**config.mk**
```make
export PLATFORM = sky130hd
export DESIGN_NAME = grid_cursor_ctrl
export DESIGN_NICKNAME = d
export VERILOG_FILES = /design/src/rtl/grid_pkg.sv /design/src/rtl/btn_debounce.sv /design/src/rtl/grid_cursor_ctrl.sv
export SDC_FILE = /design/constraint.sdc
export NUM_CORES = 1
export LEC_CHECK = 0
export ABC_AREA = 1
export BUFFER_PORTS_ARGS = -buffer_cell sky130_fd_sc_hd__buf_2
export CAP_MARGIN = 20
export CELL_PAD_IN_SITES_DETAIL_PLACEMENT = 0
export CELL_PAD_IN_SITES_GLOBAL_PLACEMENT = 1
export CORE_AREA = 8 8 158 123
export CTS_CLUSTER_DIAMETER = 50
export DETAILED_ROUTE_END_ITERATION = 10
export DIE_AREA = 0 0 166 131
export GPL_TIMING_DRIVEN = 1
export PLACE_DENSITY = 0.84
export SYNTH_ARGS = -nofsm -noshare
export SYNTH_HDL_FRONTEND = slang
export SYNTH_SLANG_ARGS = --single-unit
```
**constraint.sdc**
```tcl
create_clock -name Clk -period 6.73 [get_ports Clk]
set_input_delay 1.0095 -clock Clk [delete_from_list [all_inputs] [get_ports Clk]]
set_output_delay 1.0095 -clock Clk [all_outputs]
set_load 0.02 [all_outputs]
```
**src/rtl/grid_pkg.sv**
```systemverilog
// Shared colour constants and event encoding for the grid cursor controller.
package grid_pkg;

    typedef struct packed {
        logic [3:0] r;
        logic [3:0] g;
        logic [3:0] b;
    } rgb_t;

    localparam rgb_t COL_LINE     = 12'h000;
    localparam rgb_t COL_BG       = 12'h222;
    localparam rgb_t COL_CUR      = 12'h888;
    localparam rgb_t COL_MARK     = 12'h080;
    localparam rgb_t COL_CUR_MARK = 12'h0F0;

    typedef enum logic [2:0] {
        EV_NONE,
        EV_UP,
        EV_DOWN,
        EV_LEFT,
        EV_RIGHT,
        EV_SEL
    } ev_e;

endpackage

```
**src/rtl/btn_debounce.sv**
```systemverilog
// Active-low button: 2-flop synchroniser, consecutive-cycle debouncer and
// one-cycle press pulse on the debounced high-to-low transition.
module btn_debounce #(
    parameter int unsigned DEB_CYCLES = 250000
) (
    input  logic clk_i,
    input  logic rst_ni,
    input  logic btn_ni,
    output logic press_o
);

    localparam int unsigned CW = $clog2(DEB_CYCLES);
    localparam logic [CW-1:0] LAST = CW'(DEB_CYCLES - 1);

    logic [1:0]    sync_q, sync_d;
    logic [1:0]    fill_q, fill_d;
    logic          arm_q, arm_d;
    logic          level_q, level_d;
    logic          press_q, press_d;
    logic [CW-1:0] cnt_q, cnt_d;

    // A button held through reset stays ignored until a synchronised release
    // has been seen; fill_q marks when the synchroniser holds real samples.
    always_comb begin
        sync_d  = {sync_q[0], btn_ni};
        fill_d  = {fill_q[0], 1'b1};
        arm_d   = arm_q | (fill_q[1] & sync_q[1]);
        level_d = level_q;
        press_d = 1'b0;
        cnt_d   = '0;
        if (arm_q && (sync_q[1] != level_q)) begin
            if (cnt_q == LAST) begin
                level_d = sync_q[1];
                press_d = ~sync_q[1];
            end else begin
                cnt_d = cnt_q + 1'b1;
            end
        end
    end

    always_ff @(posedge clk_i) begin
        if (!rst_ni) begin
            sync_q  <= 2'b11;
            fill_q  <= '0;
            arm_q   <= 1'b0;
            level_q <= 1'b1;
            press_q <= 1'b0;
            cnt_q   <= '0;
        end else begin
            sync_q  <= sync_d;
            fill_q  <= fill_d;
            arm_q   <= arm_d;
            level_q <= level_d;
            press_q <= press_d;
            cnt_q   <= cnt_d;
        end
    end

    assign press_o = press_q;

endmodule

```
**src/rtl/grid_cursor_ctrl.sv**
```systemverilog
// Grid cursor controller: debounced buttons move a cursor over a ROWS x COLS
// grid, select toggles per-cell marks, and each pixel gets a registered colour.
module grid_cursor_ctrl
    import grid_pkg::*;
#(
    parameter int unsigned COLS       = 3,
    parameter int unsigned ROWS       = 3,
    parameter int unsigned H_RES      = 640,
    parameter int unsigned V_RES      = 480,
    parameter int unsigned DEB_CYCLES = 250000,
    parameter int unsigned WRAP       = 0
) (
    input  logic        Clk,
    input  logic        Rst_n,
    input  logic [15:0] Xpos,
    input  logic [15:0] Ypos,
    input  logic        Btn_Up,
    input  logic        Btn_Down,
    input  logic        Btn_Left,
    input  logic        Btn_Right,
    input  logic        Btn_Sel,
    output logic [3:0]  Cursor_Col,
    output logic [3:0]  Cursor_Row,
    output logic        Sel_Valid,
    output logic [3:0]  Sel_Col,
    output logic [3:0]  Sel_Row,
    output logic [3:0]  Red,
    output logic [3:0]  Green,
    output logic [3:0]  Blue
);

    localparam int unsigned CELL_W = H_RES / COLS;
    localparam int unsigned CELL_H = V_RES / ROWS;
    localparam int unsigned GRID_W = COLS * CELL_W;
    localparam int unsigned GRID_H = ROWS * CELL_H;
    localparam int unsigned NC     = ROWS * COLS;
    localparam logic [3:0]  COL_MAX = 4'(COLS - 1);
    localparam logic [3:0]  ROW_MAX = 4'(ROWS - 1);
    localparam logic [NC-1:0] ONE   = {{(NC-1){1'b0}}, 1'b1};

    logic p_up, p_down, p_left, p_right, p_sel;

    btn_debounce #(.DEB_CYCLES(DEB_CYCLES)) u_up    (.clk_i(Clk), .rst_ni(Rst_n), .btn_ni(Btn_Up),    .press_o(p_up));
    btn_debounce #(.DEB_CYCLES(DEB_CYCLES)) u_down  (.clk_i(Clk), .rst_ni(Rst_n), .btn_ni(Btn_Down),  .press_o(p_down));
    btn_debounce #(.DEB_CYCLES(DEB_CYCLES)) u_left  (.clk_i(Clk), .rst_ni(Rst_n), .btn_ni(Btn_Left),  .press_o(p_left));
    btn_debounce #(.DEB_CYCLES(DEB_CYCLES)) u_right (.clk_i(Clk), .rst_ni(Rst_n), .btn_ni(Btn_Right), .press_o(p_right));
    btn_debounce #(.DEB_CYCLES(DEB_CYCLES)) u_sel   (.clk_i(Clk), .rst_ni(Rst_n), .btn_ni(Btn_Sel),   .press_o(p_sel));

    ev_e           ev;
    logic [3:0]    col_q, col_d, row_q, row_d;
    logic [3:0]    sel_col_q, sel_col_d, sel_row_q, sel_row_d;
    logic          sel_valid_q, sel_valid_d;
    logic [NC-1:0] mark_q, mark_d;
    rgb_t          rgb_q, rgb_d;

    always_comb begin
        ev = EV_NONE;
        if      (p_up)    ev = EV_UP;
        else if (p_down)  ev = EV_DOWN;
        else if (p_left)  ev = EV_LEFT;
        else if (p_right) ev = EV_RIGHT;
        else if (p_sel)   ev = EV_SEL;
    end

    always_comb begin
        col_d       = col_q;
        row_d       = row_q;
        mark_d      = mark_q;
        sel_valid_d = 1'b0;
        sel_col_d   = sel_col_q;
        sel_row_d   = sel_row_q;
        case (ev)
            EV_UP:    if (row_q != 4'd0)    row_d = row_q - 4'd1; else if (WRAP != 0) row_d = ROW_MAX;
            EV_DOWN:  if (row_q != ROW_MAX) row_d = row_q + 4'd1; else if (WRAP != 0) row_d = 4'd0;
            EV_LEFT:  if (col_q != 4'd0)    col_d = col_q - 4'd1; else if (WRAP != 0) col_d = COL_MAX;
            EV_RIGHT: if (col_q != COL_MAX) col_d = col_q + 4'd1; else if (WRAP != 0) col_d = 4'd0;
            EV_SEL: begin
                mark_d      = mark_q ^ (ONE << (32'(row_q) * COLS + 32'(col_q)));
                sel_valid_d = 1'b1;
                sel_col_d   = col_q;
                sel_row_d   = row_q;
            end
            default: ;
        endcase
    end

    logic [3:0] pc, pr;
    logic       on_line, in_grid, is_cur, is_mark;

    // Cell index and grid lines come from comparisons against the cell boundaries.
    always_comb begin
        pc      = 4'd0;
        pr      = 4'd0;
        on_line = 1'b0;
        for (int unsigned k = 1; k < COLS; k++) begin
            if (32'(Xpos) >= k * CELL_W) pc = pc + 4'd1;
            if (32'(Xpos) == k * CELL_W) on_line = 1'b1;
        end
        for (int unsigned k = 1; k < ROWS; k++) begin
            if (32'(Ypos) >= k * CELL_H) pr = pr + 4'd1;
            if (32'(Ypos) == k * CELL_H) on_line = 1'b1;
        end
        in_grid = (32'(Xpos) < GRID_W) && (32'(Ypos) < GRID_H);
        is_cur  = (pc == col_q) && (pr == row_q);
        is_mark = |(mark_q & (ONE << (32'(pr) * COLS + 32'(pc))));
        if (!in_grid || on_line)  rgb_d = COL_LINE;
        else if (is_cur && is_mark) rgb_d = COL_CUR_MARK;
        else if (is_cur)          rgb_d = COL_CUR;
        else if (is_mark)         rgb_d = COL_MARK;
        else                      rgb_d = COL_BG;
    end

    always_ff @(posedge Clk) begin
        if (!Rst_n) begin
            col_q       <= 4'(COLS / 2);
            row_q       <= 4'(ROWS / 2);
            mark_q      <= '0;
            sel_valid_q <= 1'b0;
            sel_col_q   <= '0;
            sel_row_q   <= '0;
            rgb_q       <= COL_LINE;
        end else begin
            col_q       <= col_d;
            row_q       <= row_d;
            mark_q      <= mark_d;
            sel_valid_q <= sel_valid_d;
            sel_col_q   <= sel_col_d;
            sel_row_q   <= sel_row_d;
            rgb_q       <= rgb_d;
        end
    end

    assign Cursor_Col = col_q;
    assign Cursor_Row = row_q;
    assign Sel_Valid  = sel_valid_q;
    assign Sel_Col    = sel_col_q;
    assign Sel_Row    = sel_row_q;
    assign Red        = rgb_q.r;
    assign Green      = rgb_q.g;
    assign Blue       = rgb_q.b;

endmodule

```
# --- Yosys cells after proc, flatten, opt, wreduce, memory -nomap -nowiden ---
# Cells that the tools add are included.
word_totals:
  out_inout_bits: 29
  inputBits: 39
  elab_cells: 182
  ff_bits: 163
classes:
  n_mux: 28
  n_lt_le_gt_ge: 6
  n_addsub: 13
  bitwise_logic: 23
  n_reduce_logical: 35
  shifts: 2
  n_mul: 2
  n_eq_ne: 27
op_table:
  columns: ["cell", "count"]
  rows:
  - ["$add 18x1->18 const B", 5]
  - ["$eq 18x18->1 const B", 5]
  - ["$eq 16x8->1 const B", 2]
  - ["$eq 16x9->1 const B", 2]
  - ["$ge 16x8->1 const B", 2]
  - ["$ge 16x9->1 const B", 2]
  - ["$mux 4", 6]
  - ["$reduce_and 3->1", 7]
  - ["$reduce_or 3->1", 6]
  - ["$shl 1x7->9 const A", 2]
  - ["$add 4x1->4 const B", 4]
  - ["$lt 16x10->1 const B", 1]
  - ["$lt 16x9->1 const B", 1]
  - ["$pmux 4 s2", 2]
  - ["$mux 3", 5]
  - ["$add 6x4->7", 2]
  - ["$mul 4x2->6 const B", 2]
  - ["$mux 1", 12]
  - ["$mux 12", 1]
  - ["$not 1->1", 11]
  - ["$mux 10", 1]
  - ["$reduce_and 2->1", 5]
  - ["$and 9x9->9", 1]
  - ["$reduce_or 9->1", 1]
  - ["19 further kinds", 48]

# --- Depth between registers and ports, before layout ---
depth:
  word_depth: 12
  mapped_depth: 20
  mapped_depth_nobuf: 20

# --- Hierarchy ---
# A second synthesis with hierarchy kept.
hier_totals:
  hier_cells: 1161
  area_unflattened_um2: 8154.1
modules_own_cells:
  columns: ["mod", "area_per_inst_um2", "n_inst", "seq_area_each_um2", "cells_per_inst"]
  rows:
  - ["btn_debounce", 1133.6, 5, 500.5, 157]
  - ["grid_cursor_ctrl", 2486.1, 1, 620.6, 376]

# --- Worst setup path before layout ---
# OpenSTA, ideal clock, no wires.
synth_path:
  path_kind: "input -> register"
  from: "input Xpos[12]"
  to: "register rgb_q (netlist bit Red[3])"
  arrival_ns: 3.459
  path_buffers: 0
  slack_ns: 3.206
  setup_ns: 0.065
  required_time_ns: 6.665
  path_stages: 17
  cell_sequence: "nor2_1 nand3_1 nor2_1 o2111ai_1 ha_1 ha_1 ha_1 fa_1 a31o_2 nor2_1 nor2_1 nand2_1 inv_1 ha_1 inv_1 nand3_1 nor2_1"
synth_via:
  elab_chain_len: 10
  word_cells_on_any_way: 24
  cone_classes: "add/sub: 2; order compare: 3; eq/ne: 3; shift: 1; mux: 7; bitwise: 1; reduce/logical: 7"
synth_rtl:
  columns: ["element", "line", "rtl"]
  rows:
  - ["start: declaration", "grid_cursor_ctrl.sv:15", "input logic [15:0] Xpos,"]
  - ["$ge 16x8->1", "grid_cursor_ctrl.sv:96", "if (32'(Xpos) >= k * CELL_W) pc = pc + 4'd1;"]
  - ["$mux 1", "grid_cursor_ctrl.sv:96", null]
  - ["$add 4x1->4", "grid_cursor_ctrl.sv:96", null]
  - ["$mux 4", "grid_cursor_ctrl.sv:96", null]
  - ["$add 6x4->7", "grid_cursor_ctrl.sv:105", "is_mark = |(mark_q & (ONE << (32'(pr) * COLS + 32'(pc))));"]
  - ["$shl 1x7->9", "grid_cursor_ctrl.sv:105", null]
  - ["$and 9x9->9", "grid_cursor_ctrl.sv:105", null]
  - ["$reduce_or 9->1", "grid_cursor_ctrl.sv:105", null]
  - ["$logic_and 1x1->1", "grid_cursor_ctrl.sv:107", "else if (is_cur && is_mark) rgb_d = COL_CUR_MARK;"]
  - ["$reduce_or 3->1 (no line)", null, null]
  - ["end signal: assignment", "grid_cursor_ctrl.sv:129", "rgb_q <= rgb_d;"]
  - ["end: declaration", "grid_cursor_ctrl.sv:54", "rgb_t rgb_q, rgb_d;"]
# Several ways; a longest one is shown, not always the timed one.
# A chain may end at the register's enable or synchronous reset.

# --- Worst setup path in the final report ---
layout_path:
  from: "input Xpos[10]"
  to: "register rgb_q (netlist bit Red[1])"
layout_via:
  elab_chain_len: 10
  word_cells_on_any_way: 24
  cone_classes: "add/sub: 2; order compare: 3; eq/ne: 3; shift: 1; mux: 7; bitwise: 1; reduce/logical: 7"
layout_rtl:
  columns: ["element", "line"]
  rows:
  - ["$ge 16x8->1", "grid_cursor_ctrl.sv:96"]
  - ["$mux 1", "grid_cursor_ctrl.sv:96"]
  - ["$add 4x1->4", "grid_cursor_ctrl.sv:96"]
  - ["$mux 4", "grid_cursor_ctrl.sv:96"]
  - ["$add 6x4->7", "grid_cursor_ctrl.sv:105"]
  - ["$shl 1x7->9", "grid_cursor_ctrl.sv:105"]
  - ["$and 9x9->9", "grid_cursor_ctrl.sv:105"]
  - ["$reduce_or 9->1", "grid_cursor_ctrl.sv:105"]
  - ["$logic_and 1x1->1", "grid_cursor_ctrl.sv:107"]
  - ["$reduce_or 4->1 (no line)", null]
# Several ways; a longest one is shown, not always the timed one.

==> flow_summary.ini <==
[cells_and_area]
register_area_um2 = 2960
fill_cells = 1685
drive_above_1_share = 0.126
antennaDiodeCount = 0
syn2layout_area_growth_pct = 13.5
nNetsFinal = 1230
multiInputGateArea_um2 = 4210

[routing]
drc = 0
viasPerCell = 4.86
drt_iter0_drc = 594
wl_mm = 16.8
dr.pass1.iters = 5
ant_nets = 0
vias = 6765
post_drt_wl_per_cell_um = 12.1

[sta]
min_period_ns = 3.48
rsz0062_at_grt = no
setup_violations = 0
finalCritPeriodShare = 0.517
clock.fmax_ghz = 0.288
maxSlewViolCount = 0
tightest_slew_ns = 0.794
hold_violations = 0
hold_ws_ns = 0.413
max-slew-margin-rel = 0.470
layout_setup_ws_ns = 3.25
fin_skew_ns = 0.00859
setup_tns_ns = 0

[logic_synthesis]
syn_inst = 1092
synth-simple-area-share = 0.372
synth.avg_cell_area_um2 = 7.12
muxShareOfSynthArea = 0
ys.warnings.count = 0
synth_xor_area_frac = 0.0372
yosysSeqAreaShare = 0.381
synthArstFlopShare = 0
syn_area_um2 = 7780
synthAdderAreaFrac = 0.0582
ys.flop_type = dfxtp_1
synth_cell_types = 41
synth_top_family_by_area = simple AND/OR/NAND/NOR gates
synth_compound_area_frac = 0.0727
ys_ff_latch = 148
synth_edf_count = 0

[die]
core_um2 = 17100
io_pins = 68
die_area_um2 = 21700
die_y_um = 131
initial_utilization = 0.455
placementRows = 42
die_w_um = 166

[critical_path]
worstPathArrival_ns = 3.84
r2r_cells = 9
crit_top_cell = nor2_1
cpMaxStageDelayCell = fa_1
worstSetupPathType = in2reg
crit_path_end = Red[1]
cp-startpoint = Xpos[10]
reg2reg_setup_slack_ns = 3.90
regToRegEndpoint = mark_q[2]
critPathCaptureType = flop
path_buf_inv = 3
cp.required_ns = 7.09
critical-path-top-delay-family = adder cells
path_cells = buf_2 > nor2_1 > nand3_1 > nor2_1 > o2111ai_1 > ha_1 > ha_1 > ha_1 > fa_1 > a31o_2 > nor2_1 > nor2_1 > nand2_1 > inv_1 > ha_1 > inv_1 > nand3_1 > nor2_1
cpPeakStageDelay_ns = 0.47
worstPathMaxFanout = 3
crit_cells = 18
cp-start-kind = input port
r2r-start = Cursor_Col[1]

[status]
status = complete, no violations

[worst_hold_path]
holdCritPathClass = reg2reg
hold_path_depth = 2

[pwr]
vdd_drop_max_mv = 0.137
powerDensity_nw_per_um2 = 211
power.leakage_nw = 3.40

[global_routing]
track_usage = 0.159
grt-ovfl-total = 0
grt_first_pass_wirelength_mm = 28.7
grt_start_max_net_pins = 29
antenna_found_initial = 0
grt_pass1_vias = 6022

[placed_design]
portBuffers = 63
pre_cts_ws_ns = 2.80
place_congestion = 0.861
hpwl_mm = 12.3

[clock_tree]
insertion_delay_ns = 0.43
cts_buffers = 17
cts_buffer_depth = 2
clk_pin_slew_ns = 0.06
hold_buffers = 0
htreeDepth = 4
post_cts_buffers = 0
clockRootBuffer = clkbuf_16
cts_tree = done
cts_sinks = 148
cts_resized = 0

[run]
drv_cap = 0
flip-flops by register name, summed over array words and instances, names as in the netlist, 3 cells and up:
register       count
Green              3
u_left.cnt_q      18
u_down.cnt_q      18
Sel_Row            4
Cursor_Col         4
mark_q             9
u_up.cnt_q        18
u_sel.cnt_q       18
Cursor_Row         4
u_right.cnt_q     18
Sel_Col            4
cell type report:
class,instances,area share
Clock inverter,14,0.0166
Timing Repair Buffer,63,0.0357
Inverter,127,0.0540
Tap cell,220,0.0312
Sequential cell,148,0.336
Clock buffer,18,0.0497
Multi-Input combinational cell,802,0.477
how the worst min path moves through the flow:
stage                       from                end  slack, ns
2_1_floorplan  u_right.fill_q[0]   u_down.fill_q[1]       0.39
3_3_place_gp   u_right.fill_q[0]   u_down.fill_q[1]       0.40
3_5_place_dp   u_right.sync_q[0]  u_right.sync_q[1]       0.40
4_1_cts        u_right.fill_q[0]   u_down.fill_q[1]       0.42
5_1_grt        u_right.sync_q[0]  u_right.sync_q[1]       0.43
6_report       u_right.fill_q[0]   u_down.fill_q[1]       0.41
stage by stage:
stage           util  power, mW  std cells  area [um2]
2_1_floorplan      -      0.932       1095        7790
3_3_place_gp   0.483      0.947       1360        8240
3_5_place_dp   0.483      0.948       1360        8240
4_1_cts        0.517       1.89       1392        8830
5_1_grt        0.517       1.94       1392        8830
6_report       0.517       1.87       1392        8830
power by group:
part / internal (mW) / leakage [nW] / switching, mW
Combinational: 0.0176 / 1.92 / 0.0250
Sequential: 0.882 / 1.20 / 0.00386
Clock: 0.530 / 0.284 / 0.409
Total: 1.43 / 3.40 / 0.437
logic make-up (layout without fill, tap and decap cells):
| family | after synthesis | in the layout |
|---|---|---|
| flip-flops | 148 | 148 |
| XOR/XNOR | 33 | 33 |
| adder cells (fa/ha/maj) | 32 | 32 |
| buffers and inverters | 145 | 222 |
| AO/OA/AOI/OAI | 109 | 109 |
| AND/OR/NAND/NOR | 624 | 624 |
| other | 1 | 4 |
routing by layer:
layer	GRT usage	wire length, um	vias to the layer above
met3	0.0450	831	13
met2	0.226	6590	140
met5	0	0	-
met1	0.229	9270	2934
met4	0.0432	135	0
li1	-	-	3678
layout by cell type (no fill, tap or decap), drive strengths merged, types with 9 or more instances in the layout:
cell / count
a21oi: 70
buf: 63
clkbuf: 18
dfxtp: 148
ha: 25
inv: 132
nand2: 222
nand3: 74
nand3b: 13
nand4: 36
nor2: 194
nor3: 48
o21ai: 33
or2: 24
xnor2: 9
xor2: 24
worst reg2reg max path: cells and delay by family, from the launching register on:
family	cells	cell delay, ns
fa+ha+maj	3	1.15
flops	1	0.68
simple gates	5	0.74
xor+xnor	1	0.17
synth_stat cells, types with 7 or more instances:
cell type	number	area (um2)
nand2_1	216	811
nor2_1	178	668
dfxtp_1	148	2960
inv_1	127	477
nand3_1	73	365
a21oi_1	70	350
nor3_1	41	205
nand4_1	36	225
o21ai_0	32	160
ha_1	25	313
xor2_1	24	210
or2_2	18	113
nand3b_1	12	90.1
nor2_2	12	75.1
buf_4	10	75.1
xnor2_1	9	78.8
nor3b_1	8	60.1
fa_1	7	140
(Power assumes the default switching activity.)
